## config.mk

```make
export PLATFORM = sky130hd
export DESIGN_NAME = alu_op_arbiter
export DESIGN_NICKNAME = d
export VERILOG_FILES = /design/src/rtl/alu_op_arbiter.sv
export SDC_FILE = /design/constraint.sdc
export NUM_CORES = 1
export LEC_CHECK = 0
export CAP_MARGIN = 40
export CORE_MARGIN = 4
export CORE_UTILIZATION = 55
export DETAILED_ROUTE_END_ITERATION = 10
export PLACE_DENSITY_LB_ADDON = 0.05
export SETUP_SLACK_MARGIN = 0.4
export SLEW_MARGIN = 15
export SYNTH_ARGS = -nofsm -noshare
export SYNTH_HDL_FRONTEND = slang
export SYNTH_SLANG_ARGS = --single-unit
export TNS_END_PERCENT = 100
```

## constraint.sdc

```tcl
create_clock -name clk -period 2.3 [get_ports clk]
set_input_delay 0.23 -clock clk [delete_from_list [all_inputs] [get_ports clk]]
set_output_delay 0.23 -clock clk [all_outputs]
set_load 0.05 [all_outputs]
```

## src/rtl/alu_op_arbiter.sv

```systemverilog
// alu_op_arbiter: per-channel operand FIFOs drained round-robin into one
// registered, channel-tagged valid/ready output stage in front of the ALU.
module alu_op_arbiter #(
    parameter int DATA_W   = 8,
    parameter int OP_W     = 4,
    parameter int CHANNELS = 2,
    parameter int DEPTH    = 4,
    parameter int TAG_W    = (CHANNELS > 1) ? $clog2(CHANNELS) : 1,
    parameter int LVL_W    = $clog2(DEPTH + 1)
) (
    input  logic                       clk,
    input  logic                       rst,
    input  logic [CHANNELS-1:0]        req_valid,
    output logic [CHANNELS-1:0]        req_ready,
    input  logic [CHANNELS*DATA_W-1:0] req_a,
    input  logic [CHANNELS*DATA_W-1:0] req_b,
    input  logic [CHANNELS*OP_W-1:0]   req_op,
    output logic                       alu_valid,
    input  logic                       alu_ready,
    output logic [DATA_W-1:0]          alu_a,
    output logic [DATA_W-1:0]          alu_b,
    output logic [OP_W-1:0]            alu_op,
    output logic [TAG_W-1:0]           alu_tag,
    output logic [CHANNELS*LVL_W-1:0]  level,
    output logic [CHANNELS-1:0]        overflow
);

    // DEPTH is a power of two, so the pointer is index bits plus one wrap bit.
    localparam int IDX_W = $clog2(DEPTH);
    localparam logic [TAG_W-1:0] LAST_CH = TAG_W'(CHANNELS - 1);

    logic [CHANNELS-1:0] nonempty;
    logic [CHANNELS-1:0] full;
    logic [CHANNELS-1:0] push;
    logic [CHANNELS-1:0] pop;

    logic [DATA_W-1:0] head_a  [CHANNELS];
    logic [DATA_W-1:0] head_b  [CHANNELS];
    logic [OP_W-1:0]   head_op [CHANNELS];

    logic [TAG_W-1:0]  rr_reg;
    logic [TAG_W-1:0]  rr_next;
    logic [TAG_W-1:0]  grant;
    logic              load;

    logic              alu_valid_reg;
    logic [DATA_W-1:0] alu_a_reg;
    logic [DATA_W-1:0] alu_b_reg;
    logic [OP_W-1:0]   alu_op_reg;
    logic [TAG_W-1:0]  alu_tag_reg;

    for (genvar gi = 0; gi < CHANNELS; gi++) begin : g_ch
        logic [DATA_W-1:0] mem_a  [DEPTH];
        logic [DATA_W-1:0] mem_b  [DEPTH];
        logic [OP_W-1:0]   mem_op [DEPTH];
        logic [LVL_W-1:0]  wr_ptr_reg;
        logic [LVL_W-1:0]  rd_ptr_reg;
        logic              ovf_reg;
        logic [IDX_W-1:0]  wr_idx;
        logic [IDX_W-1:0]  rd_idx;

        assign wr_idx = wr_ptr_reg[IDX_W-1:0];
        assign rd_idx = rd_ptr_reg[IDX_W-1:0];

        // Readiness depends only on registered pointers: a full FIFO refuses
        // a push even when it is being popped on the same edge.
        assign full[gi]     = (wr_idx == rd_idx) &&
                              (wr_ptr_reg[LVL_W-1] != rd_ptr_reg[LVL_W-1]);
        assign nonempty[gi] = (wr_ptr_reg != rd_ptr_reg);
        assign push[gi]     = req_valid[gi] & ~full[gi];

        assign req_ready[gi]                 = ~full[gi];
        assign level[gi*LVL_W +: LVL_W]      = wr_ptr_reg - rd_ptr_reg;
        assign overflow[gi]                  = ovf_reg;

        // Head entry is read combinationally; the output register captures it.
        assign head_a[gi]  = mem_a[rd_idx];
        assign head_b[gi]  = mem_b[rd_idx];
        assign head_op[gi] = mem_op[rd_idx];

        // Pointer advance and sticky overflow flag for this channel.
        always_ff @(posedge clk) begin
            if (rst) begin
                wr_ptr_reg <= '0;
                rd_ptr_reg <= '0;
                ovf_reg    <= 1'b0;
            end else begin
                if (push[gi]) begin
                    wr_ptr_reg <= wr_ptr_reg + LVL_W'(1);
                end
                if (pop[gi]) begin
                    rd_ptr_reg <= rd_ptr_reg + LVL_W'(1);
                end
                if (req_valid[gi] && full[gi]) begin
                    ovf_reg <= 1'b1;
                end
            end
        end

        // Storage write; contents need no reset since pointers gate visibility.
        always_ff @(posedge clk) begin
            if (push[gi]) begin
                mem_a[wr_idx]  <= req_a[gi*DATA_W +: DATA_W];
                mem_b[wr_idx]  <= req_b[gi*DATA_W +: DATA_W];
                mem_op[wr_idx] <= req_op[gi*OP_W +: OP_W];
            end
        end
    end

    // Round-robin grant: lowest non-empty channel at or after rr, else the
    // lowest non-empty channel overall (wrap-around).
    always_comb begin
        grant = '0;
        for (int c = CHANNELS - 1; c >= 0; c--) begin
            if (nonempty[c]) begin
                grant = TAG_W'(c);
            end
        end
        for (int c = CHANNELS - 1; c >= 0; c--) begin
            if (nonempty[c] && (c >= int'(rr_reg))) begin
                grant = TAG_W'(c);
            end
        end
    end

    // Load when the output slot is free or being consumed, and pop the winner.
    always_comb begin
        load    = (~alu_valid_reg | alu_ready) & (|nonempty);
        rr_next = (grant == LAST_CH) ? '0 : grant + TAG_W'(1);
        pop     = '0;
        if (load) begin
            pop[grant] = 1'b1;
        end
    end

    // Output stage and round-robin pointer; held stable while stalled.
    always_ff @(posedge clk) begin
        if (rst) begin
            alu_valid_reg <= 1'b0;
            alu_a_reg     <= '0;
            alu_b_reg     <= '0;
            alu_op_reg    <= '0;
            alu_tag_reg   <= '0;
            rr_reg        <= '0;
        end else if (load) begin
            alu_valid_reg <= 1'b1;
            alu_a_reg     <= head_a[grant];
            alu_b_reg     <= head_b[grant];
            alu_op_reg    <= head_op[grant];
            alu_tag_reg   <= grant;
            rr_reg        <= rr_next;
        end else if (alu_ready) begin
            alu_valid_reg <= 1'b0;
        end
    end

    assign alu_valid = alu_valid_reg;
    assign alu_a     = alu_a_reg;
    assign alu_b     = alu_b_reg;
    assign alu_op    = alu_op_reg;
    assign alu_tag   = alu_tag_reg;

endmodule

```

* Word-level counts from Yosys, hierarchy flattened *
Memory sizes are Yosys's and may differ from the RTL's. A register that Yosys moved wholly into a read port is not among the register bits.
Index checks and enable logic that the tools add are counted.

storage, ports and cells
  bits in registers = 37
  input port bits = 45
  memories = 6
  bits in writable memories = 160
  word-level logic and storage cells = 84

memories
  name            depth  width  read ports  clocked after memory_dff  write ports  RTL line  RTL
  g_ch[0].mem_a   4      8      1           1                         1            53        logic [DATA_W-1:0] mem_a [DEPTH];
  g_ch[0].mem_b   4      8      1           1                         1            54        logic [DATA_W-1:0] mem_b [DEPTH];
  g_ch[1].mem_a   4      8      1           1                         1            53
  g_ch[1].mem_b   4      8      1           1                         1            54
  g_ch[0].mem_op  4      4      1           1                         1            55        logic [OP_W-1:0] mem_op [DEPTH];
  g_ch[1].mem_op  4      4      1           1                         1            55

operators by class
  order comparisons = 4
  multiplexer cells = 33
  reductions and logical operators = 8
  equality and inequality tests = 6
  add/subtract/negate cells = 7
  bitwise gates (word level) = 8

operators by type and width
  kind                   count
  $mux W8                6
  $mux W2                13
  $add A3 B1 Y3 const B  4
  $mux W4                3
  $mux W1                10
  $logic_and A1 B1 Y1    6
  $ne A3 B3 Y1           2
  $sub A3 B3 Y3          2
  $eq A2 B2 Y1           2
  $and A1 B1 Y1          3
  $not A1 Y1             3
  $ge A2 B2 Y1 const B   1
  $lt A1 B2 Y1 const B   1
  $ne A1 B1 Y1           2
  $not A1 Y2             1
  $reduce_bool A2 Y1     1
  $reduce_or A2 Y1       1
  $add A1 B1 Y1 const B  1
  $demux W1 S1           1
  $ge A1 B1 Y1 const A   1
  $ge A1 B1 Y1 const B   1
  $or A1 B1 Y1           1

* Depth between registers and ports, before layout *
Gate-level depths: netlist of the first run.

  word-level depth = 10
  depth in mapped cells = 7
  gate-level depth less buffers = 6

* Worst setup path before layout of the first run *
No wires, ideal clock.

  path kind = reg2reg
  start = reg g_ch[0].wr_ptr_reg[0]
  end = mem g_ch[0].mem_a[2][0], enable pin
  cell stages (with the launch flop) = 7
  setup slack = -0.107 ns
  path buffers = 0
  data arrival time = 2.029 ns
  cells stage by stage = dfxtp_1 -> inv_1 -> ha_1 -> nand2_1 -> nor2_1 -> inv_1 -> and3_1

on the way
  word-level cells in the longest chain between the ends = 6

RTL lines
  element                        RTL line  RTL
  start, declared                56        logic [LVL_W-1:0] wr_ptr_reg;
  start signal, assigned         89        wr_ptr_reg <= wr_ptr_reg + LVL_W'(1);
  $eq A2 B2 Y1                   67        assign full[gi] = (wr_idx == rd_idx) &&
  $logic_and A1 B1 Y1            67
  $not A1 Y1                     n/a
  net req_ready[0]               14        output logic [CHANNELS-1:0] req_ready,
  $and A1 B1 Y1                  70        assign push[gi] = req_valid[gi] & ~full[gi];
  $mux W1                        102       if (push[gi]) begin
  $mux W1 (implied by the code)  103       mem_a[wr_idx] <= req_a[gi*DATA_W +: DATA_W];
  end, declared                  53

The timed path passes the listed nets, and every way through them passes these cells.

* Worst setup path after layout of the first run *
  start = reg g_ch[0].wr_ptr_reg[0]
  end = out level[2]

on the way
  word-level cells in the longest chain between the ends = 1

RTL lines
  element        RTL line  RTL
  $sub A3 B3 Y3  73        assign level[gi*LVL_W +: LVL_W] = wr_ptr_reg - rd_ptr_reg;
  end, declared  24        output logic [CHANNELS*LVL_W-1:0] level,

Every way passes these cells.

==> results.py, run 1 <==
metrics = {
    "run_status": {
        "status": "complete, no violations",
    },
    "clock_network": {
        "insertion_delay_ns": 0.48,
        "htreeDepth": 1,
        "tritoncts": "yes",
        "cts.sinks": 201,
        "hold_buffers": 0,
        "cts-root-buf": "clkbuf_16",
        "path_clk_slew_ns": 0.06,
        "numCtsBuffers": 21,
        "max-clock-path-buffers": 3,
    },
    "synth": {
        "syn-num-nets": 506,
        "syn_area_mm2": 0.00786,
        "synthXorXnorAreaFrac_pct": 1.30,
        "synth_compound_area_share_pct": 3.26,
        "synthCells": 445,
        "yosys.area.top_type": "edfxtp_1",
        "synth_top_family_by_area": "multiplexers",
        "syn_avg_cell_area_um2": 17.7,
        "synth_top_area_share_pct": 61.1,
        "synthMuxAreaShare_pct": 12.1,
        "async_flop_share_pct": 0,
        "synth-seq-area-share_pct": 71.5,
        "yosys.area_share.simple_pct": 6.97,
        "synth-main-ff-cell": "edfxtp_1",
        "synth_edf_count": 160,
        "netlist_top_cells_area": "edfxtp_1 (61%), mux4_2 (11%), dfxtp_1 (10%)",
        "synth.distinct_cells": 38,
        "synth_seq_cells": 201,
        "synthAdderAreaFrac_pct": 2.74,
        "yosysWarnings": 0,
    },
    "layout": {
        "fillers": 925,
        "antenna_cells": 0,
        "seq_area_mm2": 0.00564,
        "layout-drive-gt1-share_pct": 25.3,
        "num-nets-final": 604,
        "top_regs": "g_ch.mem_a: 64 flops, g_ch.mem_b: 64 flops, g_ch.mem_op: 32 flops",
        "syn2layout_area_growth_pct": 25.0,
        "fin_util_pct": 70.5,
        "multi_input_area_mm2": 0.00225,
    },
    "power_and_ir_drop": {
        "switchingPower_uw": 3280,
        "pwr-share-seq_pct": 41.3,
        "leakagePower_uw": 0.00350,
        "ir_drop_mv": 0.752,
        "combPwrFrac_pct": 28.8,
        "internal_power_uw": 7500,
        "powerDensity_mw_per_mm2": 1100,
        "power_uw": 10800,
        "switching_share_pct": 30.4,
        "clkPwrFrac_pct": 29.9,
    },
    "worst_setup_path": {
        "critPathLaunchType": "flop",
        "cp.arrival_ns": 1.75,
        "worstSetupPathType": "reg2out",
        "cp.required_ns": 2.07,
        "crit_fanout": 2,
        "end_kind": "output port",
    },
    "timing": {
        "final-setup-viol-count": 0,
        "skew_ns": 0.00931,
        "min_period_over_period_pct": 85.9,
        "tightest_slew_ns": 0.623,
        "tns_ns": 0,
        "min_period_ns": 1.98,
        "drv_slew": 0,
        "slew_headroom_pct": 58.5,
        "holdWs_ns": 0.387,
        "timing.fmax_mhz": 506,
        "rsz0062_at_grt": "true",
        "finalHoldViolCount": 0,
    },
    "min_path": {
        "hold_path_class": "in2reg",
    },
    "grt": {
        "grt_pass1_wl_mm": 23.5,
        "grt_max_degree": 38,
        "grt_util_all_layers_pct": 18.7,
        "antenna_found_initial": 0,
        "grt_pass1_vias": 4378,
        "gr-total-overflow": 0,
    },
    "placed_design": {
        "gp_congestion": 0.790,
        "place_hpwl_mm": 9.67,
        "numPortBuffers": 76,
    },
    "routing": {
        "drt-total-wl_mm": 15.0,
        "viasPerCell": 5.79,
        "drt_iter0_markers": 285,
        "routedWlPerCell_um": 20.3,
        "antenna_left": 0,
        "vias": 4269,
        "drt_first_pass_iters": 4,
        "drc": 0,
    },
    "die": {
        "core_mm2": 0.0139,
        "die_h_um": 128,
        "num_rows": 43,
        "initial_core_util_pct": 56.4,
        "dieArea_mm2": 0.0163,
        "ioPinCount": 77,
        "die_w_um": 128,
    },
    "job": {
        "cap_violations": 0,
    },
}
through the flow:
| stage | area, um^2 | cells | setup WS (ns) |
|---|---|---|---|
| 4_1_cts | 9770 | 734 | 0.314 |
| 3_3_place_gp | 8960 | 690 | 0.360 |
| 3_5_place_dp | 8960 | 690 | 0.282 |
| 2_1_floorplan | 7930 | 445 | 0.396 |
| 5_1_grt | 9830 | 737 | 0.271 |
| 6_report | 9830 | 737 | 0.324 |
cells in the final DEF (no fill, tap or decap), types with 8 or more instances in the layout:
cell / instances
nand2_1: 20
clkbuf_16: 21
nor2_1: 12
clkbuf_1: 8
dlygate4sd2_1: 10
buf_4: 22
nand3_1: 28
mux4_2: 40
ha_1: 10
dfxtp_1: 35
dlymetal6s2s_1: 8
edfxtp_1: 160
a32oi_1: 8
clkdlybuf4s50_1: 50
a21oi_1: 9
nand4b_1: 20
area by class of cell:
type                       instances  area share, %
sequential                       201           57.4
multi-input combinational        206           22.9
timing repair buffer              99           10.1
clock buffer                      31           5.93
tap                              180           2.29
clock inverter                     6          0.827
inverter                          14          0.611
final timing paths:
| path | from | endpoint | slack, ns | depth (start not counted) |
|---|---|---|---|---|
| setup / recovery | g_ch[0].wr_ptr_reg[0] | level[2] | 0.32 | 5 |
| hold / removal | req_op[1] | g_ch[0].mem_op[0][1] | 0.39 | 1 |
| setup reg to reg | g_ch[0].rd_ptr_reg[2] | g_ch[0].rd_ptr_reg[2] | 0.48 | 4 |
| hold reg to reg | alu_b[3] | alu_b[3] | 0.47 | 2 |
worst max-delay path, stage by stage (launching register included):
cell and delay (ns):
dfxtp_2 0.36, inv_4 0.05, ha_4 0.15, fa_2 0.36, xnor2_2 0.20, buf_12 0.16
power by group through the flow:
stage / combinational, uW / clock, uW / sequential (uW)
floorplan: 1640 / 0 / 4890
global placement: 2970 / 0 / 4520
detailed placement: 3010 / 0 / 4530
CTS: 3100 / 3300 / 4460
global route: 3330 / 3460 / 4490
finish: 3100 / 3230 / 4460
Yosys cell counts, types with 5 or more instances:
library cell and n:
edfxtp_1 160, dfxtp_1 41, nand3_1 28, xnor2_1 5, buf_2 9, nand4b_1 20
o21ai_0 6, inv_1 14, nand2_1 22, a32oi_1 8, nor2_1 14, ha_1 14
and3_1 6, clkbuf_1 13, mux4_2 40, a21oi_1 9
per-layer routing:
layer	vias up	wire (um)	global-route usage, %
li1	1960	-	-
met1	2168	6370	25.4
met2	108	7560	31.7
met3	33	668	2.88
met4	0	352	5.49
met5	-	0	0
kinds of logic (layout without fill, tap and decap cells):
logic type / Yosys count / count (layout)
adder cells (fa/ha/maj): 16 / 16
multiplexers: 45 / 45
AND/OR/NAND/NOR: 99 / 99
buffers and inverters: 38 / 150
AO/OA/AOI/OAI: 36 / 36
flip-flops: 201 / 201
XOR/XNOR: 10 / 10
timing repair:
action | 4_1_cts | 5_1_grt
pin swaps | 5 | 8
endpoints found under the setup margin | 178 | 21
buffers inserted | 7 | 3
resized for setup | 45 | 16
No activity file was read; power rests on OpenSTA's default activity.
==> run 2, diff against run 1 <==
- CORE_ASPECT_RATIO: unset -> 0.8
==> run 2 against run 1 <==
  * Worst hold slack worse by 0.019 ns
  * Register-to-register slack about the same
  * Critical path depth fell by 1
  * First-iteration DRC count up 29%
  * Die area barely moved
  * Clock-buffer cell count shrank 5
  * Critical path type unchanged
  * Via count up 0.84%
  * Critical endpoint is now level[5]
  * Utilization grew 0.39 points
  * Final area down 0.51%
==> results.py, run 2 (synthesized netlist as in run 1, its figures left out) <==
metrics = {
    "die": {
        "dieArea_mm2": 0.0163,
        "ioPinCount": 77,
        "initial_core_util_pct": 57.0,
        "core_mm2": 0.0138,
        "num_rows": 38,
        "die_h_um": 115,
        "die_w_um": 142,
    },
    "power_and_ir_drop": {
        "powerDensity_mw_per_mm2": 1090,
        "leakagePower_uw": 0.00347,
        "power_uw": 10700,
        "ir_drop_mv": 0.859,
    },
    "routing": {
        "drt-total-wl_mm": 15.5,
        "viasPerCell": 5.87,
        "routedWlPerCell_um": 21.1,
        "vias": 4305,
        "drt_first_pass_iters": 5,
        "drt_iter0_markers": 367,
        "antenna_left": 0,
        "drc": 0,
    },
    "timing": {
        "rsz0062_at_grt": "true",
        "min_period_over_period_pct": 86.5,
        "drv_slew": 0,
        "final-setup-viol-count": 0,
        "skew_ns": 0.0140,
        "tns_ns": 0,
        "holdWs_ns": 0.368,
        "timing.fmax_mhz": 502,
        "layout_setup_ws_ns": 0.309,
        "tightest_slew_ns": 0.688,
        "slew_headroom_pct": 54.0,
        "min_period_ns": 1.99,
        "finalHoldViolCount": 0,
    },
    "grt": {
        "grt_pass1_wl_mm": 23.9,
        "grt_util_all_layers_pct": 19.1,
        "grt_max_degree": 43,
        "gr-total-overflow": 0,
        "grt_pass1_vias": 4417,
        "antenna_found_initial": 0,
    },
    "worst_setup_path": {
        "critPathLaunchType": "flop",
        "crit_fanout": 4,
        "rr_startpoint": "g_ch[0].rd_ptr_reg[0]",
        "cp.required_ns": 2.07,
        "crit_path_start": "g_ch[1].rd_ptr_reg[0]",
        "worstSetupPathType": "reg2out",
        "end_kind": "output port",
        "cp.arrival_ns": 1.76,
    },
    "layout": {
        "top_regs": "g_ch.mem_a: 64 flops, g_ch.mem_b: 64 flops, g_ch.mem_op: 32 flops",
        "final_cell_area_mm2": 0.00978,
        "fillers": 886,
        "multi_input_area_mm2": 0.00225,
        "seq_area_mm2": 0.00564,
        "num-nets-final": 603,
        "final_common_cell": "edfxtp_1",
        "layout-drive-gt1-share_pct": 24.9,
        "antenna_cells": 0,
        "final_cell_mix": "edfxtp_1 (160), clkdlybuf4s50_1 (45), mux4_2 (40)",
        "syn2layout_area_growth_pct": 24.4,
    },
    "clock_network": {
        "htreeDepth": 1,
        "cts-root-buf": "clkbuf_16",
        "insertion_delay_ns": 0.49,
        "cts.sinks": 201,
        "path_clk_slew_ns": 0.06,
        "hold_buffers": 0,
        "tritoncts": "yes",
        "numCtsBuffers": 20,
        "max-clock-path-buffers": 3,
    },
    "placed_design": {
        "post-place-ws_ns": 0.296,
        "place_hpwl_mm": 9.97,
        "gp_congestion": 0.895,
        "placed_area_mm2": 0.00898,
        "numPortBuffers": 76,
    },
    "run_status": {
        "status": "complete, no violations",
    },
    "job": {
        "cap_violations": 0,
    },
    "min_path": {
        "min_from": "req_b[10]",
        "hold_path_class": "in2reg",
    },
}
[run 2: layout make-up]
cell class | count | area share, %
Clock buffer | 26 | 5.45
Clock inverter | 8 | 0.768
Inverter | 14 | 0.589
Multi-Input combinational cell | 207 | 23.0
Sequential cell | 201 | 57.7
Tap cell | 180 | 2.30
Timing Repair Buffer | 98 | 10.2
[run 2: path summary, 6_finish.rpt]
| kind | slack (ns) | cells after the start | end |
|---|---|---|---|
| setup / recovery | 0.31 | 4 | level[5] |
| setup reg to reg | 0.47 | 5 | alu_b[7] |
| hold / removal | 0.37 | 1 | g_ch[1].mem_b[3][2] |
| hold reg to reg | 0.47 | 2 | alu_a[5] |
[run 2: critical path, cell delays in order, from the launching register on]
cell	delay [ns]
dfxtp_1	0.37
ha_4	0.18
fa_2	0.35
xnor2_2	0.22
buf_12	0.16
[run 2: report_power, final]
group          switching [uW]  internal [uW]  total, uW
clock                    1280           1750       3020
combinational            1880           1260       3140
sequential                206           4280       4490
[run 2: through the flow]
stage,util [%],instances
floorplan,-,445
global placement,65.1,690
detailed placement,65.1,690
CTS,70.3,729
global route,70.9,734
finish,70.9,734
[run 2: layer usage]
layer / part of all wire [%] / GRT usage [%] / up-vias
met5: 0 / 0 / -
met4: 1.9 / 4.92 / 0
met3: 6.6 / 3.70 / 22
met2: 48 / 30.9 / 148
met1: 44 / 27.3 / 2174
li1: - / - / 1961
[run 2: what timing repair did]
item                                    in CTS  in global routing
endpoints found under the setup margin     150                 48
gates resized for setup                     49                 15
cloned                                       0                  1
buffers inserted                             5                  4
pin swaps                                    3                  6
